==> src/rtl/keypad_pkg.sv <==
// keypad_pkg: scanner FSM encoding plus key-code and one-hot/index helpers.
package keypad_pkg;

    typedef enum logic [1:0] {SCAN, CONFIRM, HELD} state_t;

    localparam int VEC_W = 32;

    function automatic int oh_to_idx(input logic [VEC_W-1:0] oh);
        int idx;
        idx = 0;
        for (int i = 0; i < VEC_W; i++)
            if (oh[i]) idx = i;
        return idx;
    endfunction

    function automatic logic [VEC_W-1:0] idx_to_oh(input int idx);
        return VEC_W'(1) << idx;
    endfunction

    function automatic int code_of(input logic [VEC_W-1:0] row_oh, input int col_idx, input int num_cols);
        return oh_to_idx(row_oh) * num_cols + col_idx;
    endfunction

endpackage

==> src/rtl/keypad_evt_fifo.sv <==
// keypad_evt_fifo: circular event buffer; head is read from registered storage, no fall-through.
module keypad_evt_fifo #(
    parameter int DEPTH = 4,
    parameter int WIDTH = 5
) (
    input  logic             clk,
    input  logic             reset,
    input  logic             push,
    input  logic [WIDTH-1:0] wdata,
    input  logic             pop,
    output logic [WIDTH-1:0] rdata,
    output logic             valid,
    output logic             full
);
    localparam int AW = $clog2(DEPTH);

    logic [WIDTH-1:0] mem [DEPTH];
    logic [AW:0] wr_ptr, rd_ptr;
    logic do_push, do_pop;

    assign valid   = wr_ptr != rd_ptr;
    assign full    = (wr_ptr[AW] != rd_ptr[AW]) && (wr_ptr[AW-1:0] == rd_ptr[AW-1:0]);
    assign do_pop  = pop && valid;
    assign do_push = push && (!full || do_pop);
    assign rdata   = valid ? mem[rd_ptr[AW-1:0]] : '0;

    always_ff @(posedge clk or posedge reset) begin
        if (reset) begin
            wr_ptr <= '0;
            rd_ptr <= '0;
        end else begin
            if (do_push) wr_ptr <= wr_ptr + (AW+1)'(1);
            if (do_pop) rd_ptr <= rd_ptr + (AW+1)'(1);
        end
    end

    always_ff @(posedge clk)
        if (do_push) mem[wr_ptr[AW-1:0]] <= wdata;

endmodule

==> src/rtl/keypad_scanner.sv <==
// keypad_scanner: strobes columns, synchronises and debounces rows, locks one key
// and queues press/release events into a small FIFO.
module keypad_scanner
    import keypad_pkg::*;
#(
    parameter int NUM_ROWS       = 4,
    parameter int NUM_COLS       = 4,
    parameter int SCAN_DIV       = 32,
    parameter int DEBOUNCE_LEN   = 8,
    parameter int FIFO_DEPTH     = 4,
    parameter int REPORT_RELEASE = 1,
    localparam int CODE_W        = $clog2(NUM_ROWS * NUM_COLS)
) (
    input  logic                clk,
    input  logic                reset,
    input  logic [NUM_ROWS-1:0] rows,
    output logic [NUM_COLS-1:0] cols,
    output logic                evt_valid,
    input  logic                evt_ready,
    output logic [CODE_W-1:0]   evt_code,
    output logic                evt_release,
    output logic                key_held,
    output logic [CODE_W-1:0]   held_code,
    output logic                multi_key,
    output logic                overflow,
    input  logic                ovf_clr
);
    localparam int DW_W  = $clog2(SCAN_DIV);
    localparam int CI_W  = $clog2(NUM_COLS);
    localparam int CNT_W = $clog2(DEBOUNCE_LEN + 2);

    state_t state;
    logic [NUM_ROWS-1:0] rs_meta, rs, row_oh;
    logic [DW_W-1:0] dwell;
    logic [CI_W-1:0] col_idx, col_nxt;
    logic [NUM_COLS-1:0] cols_nxt;
    logic [CNT_W-1:0] cnt;
    logic [CODE_W-1:0] code, push_code;
    logic [CODE_W:0] head;
    logic sample, cnt_done, extra, extra_seen, push, push_rel, fifo_full, drop;

    assign sample   = dwell == DW_W'(SCAN_DIV - 1);
    assign col_nxt  = col_idx == CI_W'(NUM_COLS - 1) ? '0 : col_idx + CI_W'(1);
    assign cols_nxt = NUM_COLS'(idx_to_oh(int'(col_nxt)));
    assign cnt_done = cnt + CNT_W'(1) >= CNT_W'(DEBOUNCE_LEN);
    assign code     = CODE_W'(code_of(VEC_W'(row_oh), int'(col_idx), NUM_COLS));
    assign extra    = |(rs & ~row_oh);
    assign drop     = push && fifo_full && !(evt_valid && evt_ready);
    assign {evt_release, evt_code} = head;

    always_ff @(posedge clk or posedge reset) begin
        if (reset) {rs, rs_meta} <= '0;
        else {rs, rs_meta} <= {rs_meta, rows};
    end

    // Column and dwell only move in SCAN; CONFIRM/HELD keep the locked column driven.
    always_ff @(posedge clk or posedge reset) begin
        if (reset) begin
            state      <= SCAN;
            dwell      <= '0;
            col_idx    <= '0;
            cols       <= NUM_COLS'(1);
            row_oh     <= '0;
            cnt        <= '0;
            extra_seen <= 1'b0;
            key_held   <= 1'b0;
            held_code  <= '0;
            multi_key  <= 1'b0;
            push       <= 1'b0;
            push_rel   <= 1'b0;
            push_code  <= '0;
        end else begin
            multi_key <= 1'b0;
            push      <= 1'b0;
            case (state)
                SCAN: begin
                    dwell <= sample ? '0 : dwell + DW_W'(1);
                    if (sample && $onehot(rs)) begin
                        row_oh <= rs;
                        cnt    <= CNT_W'(1);
                        state  <= CONFIRM;
                    end else if (sample) begin
                        multi_key <= |rs;
                        col_idx   <= col_nxt;
                        cols      <= cols_nxt;
                    end
                end
                CONFIRM: begin
                    cnt <= cnt + CNT_W'(1);
                    if (rs != row_oh) begin
                        state   <= SCAN;
                        col_idx <= col_nxt;
                        cols    <= cols_nxt;
                    end else if (cnt_done) begin
                        push       <= 1'b1;
                        push_rel   <= 1'b0;
                        push_code  <= code;
                        key_held   <= 1'b1;
                        held_code  <= code;
                        cnt        <= '0;
                        extra_seen <= 1'b0;
                        state      <= HELD;
                    end
                end
                HELD: begin
                    extra_seen <= extra;
                    multi_key  <= extra && !extra_seen;
                    cnt        <= rs == '0 ? cnt + CNT_W'(1) : '0;
                    if (rs == '0 && cnt_done) begin
                        key_held  <= 1'b0;
                        push      <= REPORT_RELEASE != 0;
                        push_rel  <= 1'b1;
                        push_code <= held_code;
                        cnt       <= '0;
                        state     <= SCAN;
                        col_idx   <= col_nxt;
                        cols      <= cols_nxt;
                    end
                end
                default: state <= SCAN;
            endcase
        end
    end

    always_ff @(posedge clk or posedge reset) begin
        if (reset) overflow <= 1'b0;
        else overflow <= drop || (overflow && !ovf_clr);
    end

    keypad_evt_fifo #(
        .DEPTH(FIFO_DEPTH),
        .WIDTH(CODE_W + 1)
    ) u_fifo (
        .clk  (clk),
        .reset(reset),
        .push (push),
        .wdata({push_rel, push_code}),
        .pop  (evt_ready),
        .rdata(head),
        .valid(evt_valid),
        .full (fifo_full)
    );

endmodule

==> config.mk <==
export PLATFORM = sky130hd
export DESIGN_NAME = keypad_scanner
export DESIGN_NICKNAME = d
export VERILOG_FILES = /design/src/rtl/keypad_pkg.sv /design/src/rtl/keypad_evt_fifo.sv /design/src/rtl/keypad_scanner.sv
export SDC_FILE = /design/constraint.sdc
export NUM_CORES = 1
export LEC_CHECK = 0
export CAP_MARGIN = 10
export CELL_PAD_IN_SITES_DETAIL_PLACEMENT = 0
export CELL_PAD_IN_SITES_GLOBAL_PLACEMENT = 1
export CORE_AREA = 4 4 73 102
export DETAILED_ROUTE_END_ITERATION = 16
export DIE_AREA = 0 0 77 106
export GPL_ROUTABILITY_DRIVEN = 0
export PLACE_DENSITY = 0.91
export SYNTH_ARGS = -nofsm -noshare
export SYNTH_HDL_FRONTEND = slang
export SYNTH_SLANG_ARGS = --single-unit
export TNS_END_PERCENT = 5
==> constraint.sdc <==
create_clock -name clk -period 6.5 [get_ports clk]
set_input_delay 0.975 -clock clk [delete_from_list [all_inputs] [get_ports clk]]
set_output_delay 0.975 -clock clk [all_outputs]
set_load 0.005 [all_outputs]
==> results.toml <==
[die]
fp.dieArea_um2 = 8160
dieHeight_um = 106
initial_core_util_pct = 49.3
rows = 35
fp.dieW_um = 77
io-pin-count = 25
core_area_um2 = 6530

[timing]
min_period_ps = 3110
min_period_over_period_pct = 47.8
fmax_ghz = 0.322
setup_violations = 0
max_slew_margin_pct = 32.1
finalHoldViolCount = 0
setup_tns_ps = 0
tightest_slew_ps = 1020
holdWs_ps = 351
skew_ps = 9.00
rsz0062_at_grt = "false"
slew_violations = 0

[clocking]
ctsResizeCount = 0
htreeDepth = 3
cts_tree = "done"
cts_buffers = 9
post_cts.repair.setup_buffers = 0
cts_root_buf = "clkbuf_8"
clk_pin_slew_worst_paths_ps = 80
cts.sinks = 69
hold_buffers = 0
clock_latency_ps = 360
cts_buffer_depth = 2

[placed_design]
post-dp-hpwl_mm = 3.95
io_buffers = 24
placed_cell_area_um2 = 3520

[final_layout]
mostFrequentLayoutCell = "dfrtp_1"
final_cell_mix = "dfrtp_1 (48), inv_1 (24), ha_1 (24), clkdlybuf4s50_1 (24), edfxtp_1 (20)"
register_area_um2 = 1830
design_area_um2 = 3730
drive_gt1_share_pct = 14.9
multi_input_area_um2 = 1270
fin_nets = 316
fillCellCount = 511
areaGrowthSynthToFinish_pct = 15.9
antennaDiodeCount = 0

[yosys]
synth_flop_cell = "dfrtp_1"
ys_seq_area_share_pct = 56.8
syn_avg_cell_area_um2 = 12.7
synthXorXnorAreaFrac_pct = 3.03
synth_top_family_by_area = "adder cells"
synthDominantCellAreaShare_pct = 37.3
synth_seq_cells = 69
synth_edf_count = 20
synthCells = 253
ys_warn_count = 0
synth_fa_ha_area_share_pct = 9.95
synth_compound_area_share_pct = 8.55
synth-simple-area-share_pct = 9.21
synthArstFlopShare_pct = 71.0
synthMuxAreaShare_pct = 8.71
synth_nets = 286
synth_cell_types = 43
ys_top_cells_by_area = "dfrtp_1 (37%), edfxtp_1 (19%), ha_1 (9.3%)"
synth_area_leader_cell = "dfrtp_1"
syn_area_um2 = 3220

[detailed_routing]
antenna_left = 0
drc = 0
drt_wl_total_mm = 5.33
avgViaCountPerCell = 5.43
vias = 1966
dr.first_iter.drc_count = 102
firstDrtPassIters = 5
avgRoutedWirePerCell_um = 14.7

[setup_path]
worst_setup_path_end_kind = "output port"
slowest_delay_ps = 620
crit_type = "register to output port"
critPathSlowestCell = "dfrtp_1"
cp.arrival_ps = 2130
start_kind = "register"
crit_buf_inv = 1
path_delay_family = "flip-flops"
path_cells = "mux4_2 -> and2_1 -> clkdlybuf4s50_1"
critPathRequiredTime_ps = 5520
path_max_fanout = 8

[global_routing]
grt_pass1_wl_mm = 9.16
track_usage_pct = 14.4
grt_max_degree = 50
grt_pass1_vias = 2030
overflow = 0
antenna_found_initial = 0

[power_and_ir_drop]
leakage_nw = 1.67
ir_worst_vdd_v = 0.000262
power_density_nw_per_um2 = 341

[run]
max_cap_violations = 0

[run_status]
outcome = "completed"

[worst_hold_path]
min_path_type = "register to register"
## where the power goes
part / switching, mW / leakage (nW) / internal [mW]
clock: 0.176 / 0.0984 / 0.183
sequential: 0.0593 / 0.852 / 0.516
combinational: 0.165 / 0.721 / 0.171
## metal layers
metal	up-vias	share of wire (%)	track usage [%]	wire length [um]
li1	945	-	-	-
met1	974	40	16.1	2130
met2	37	54	25.2	2880
met3	10	3.5	2.80	186
met4	0	2.5	8.40	134
met5	-	0	0	0
## synthesized netlist by cell type (all sizes together), types with 2 or more instances
cell,count
and2,5
a31oi,2
and3,5
dfrtp,48
a221o,4
nand2,18
xor2,4
inv,25
a21oi,6
nand4,3
ha,24
xnor2,5
mux2,14
a21o,2
nor2,19
o211ai,2
edfxtp,20
nor3,4
buf,5
nand2b,3
mux4,5
o21ai,14
## state kept, by name, summed over array words and instances, names as in the netlist, 4 cells and up
| register | cells |
|---|---|
| row_oh | 4 |
| rs_meta | 4 |
| rs | 4 |
| cnt | 4 |
| dwell | 5 |
| held_code | 4 |
| u_fifo.mem | 20 |
| cols | 4 |
| push_code | 4 |
## per-stage QoR
step	utilization (%)	setup WS (ps)	instances	total power [mW]
4_1_cts	57.2	3340	362	1.28
6_report	57.2	3390	362	1.27
5_1_grt	57.2	3240	362	1.35
2_1_floorplan	-	4050	253	0.818
3_3_place_gp	54.0	3780	346	0.908
3_5_place_dp	54.0	3730	346	0.925
## worst paths after layout
path	to	cells past startpoint	slack, ps	start
worst min-delay path	rs[0]	0	350	rs_meta[0]
worst max-delay path	evt_code[0]	3	3390	u_fifo.rd_ptr[0]
worst min register to register	rs[0]	0	350	rs_meta[0]
max in group asynchronous	cnt[1]	2	4680	reset
worst max register to register	cols[1]	9	3830	rs[0]
min in group asynchronous	overflow	2	1160	reset
## cells by family after synthesis
group	after synthesis
adder cells (fa/ha/maj)	25
XOR/XNOR	9
AND/OR/NAND/NOR	60
buffers and inverters	30
AO/OA/AOI/OAI	40
flip-flops	69
multiplexers	20
## final cells by class
cell class,count,area share [%]
Sequential cell,69,49.0
Multi-Input combinational cell,154,34.0
Timing Repair Buffer,24,6.44
Clock buffer,9,3.32
Inverter,25,2.52
Tap cell,74,2.48
Clock inverter,7,2.21
No activity file was read; power rests on OpenSTA's default activity.
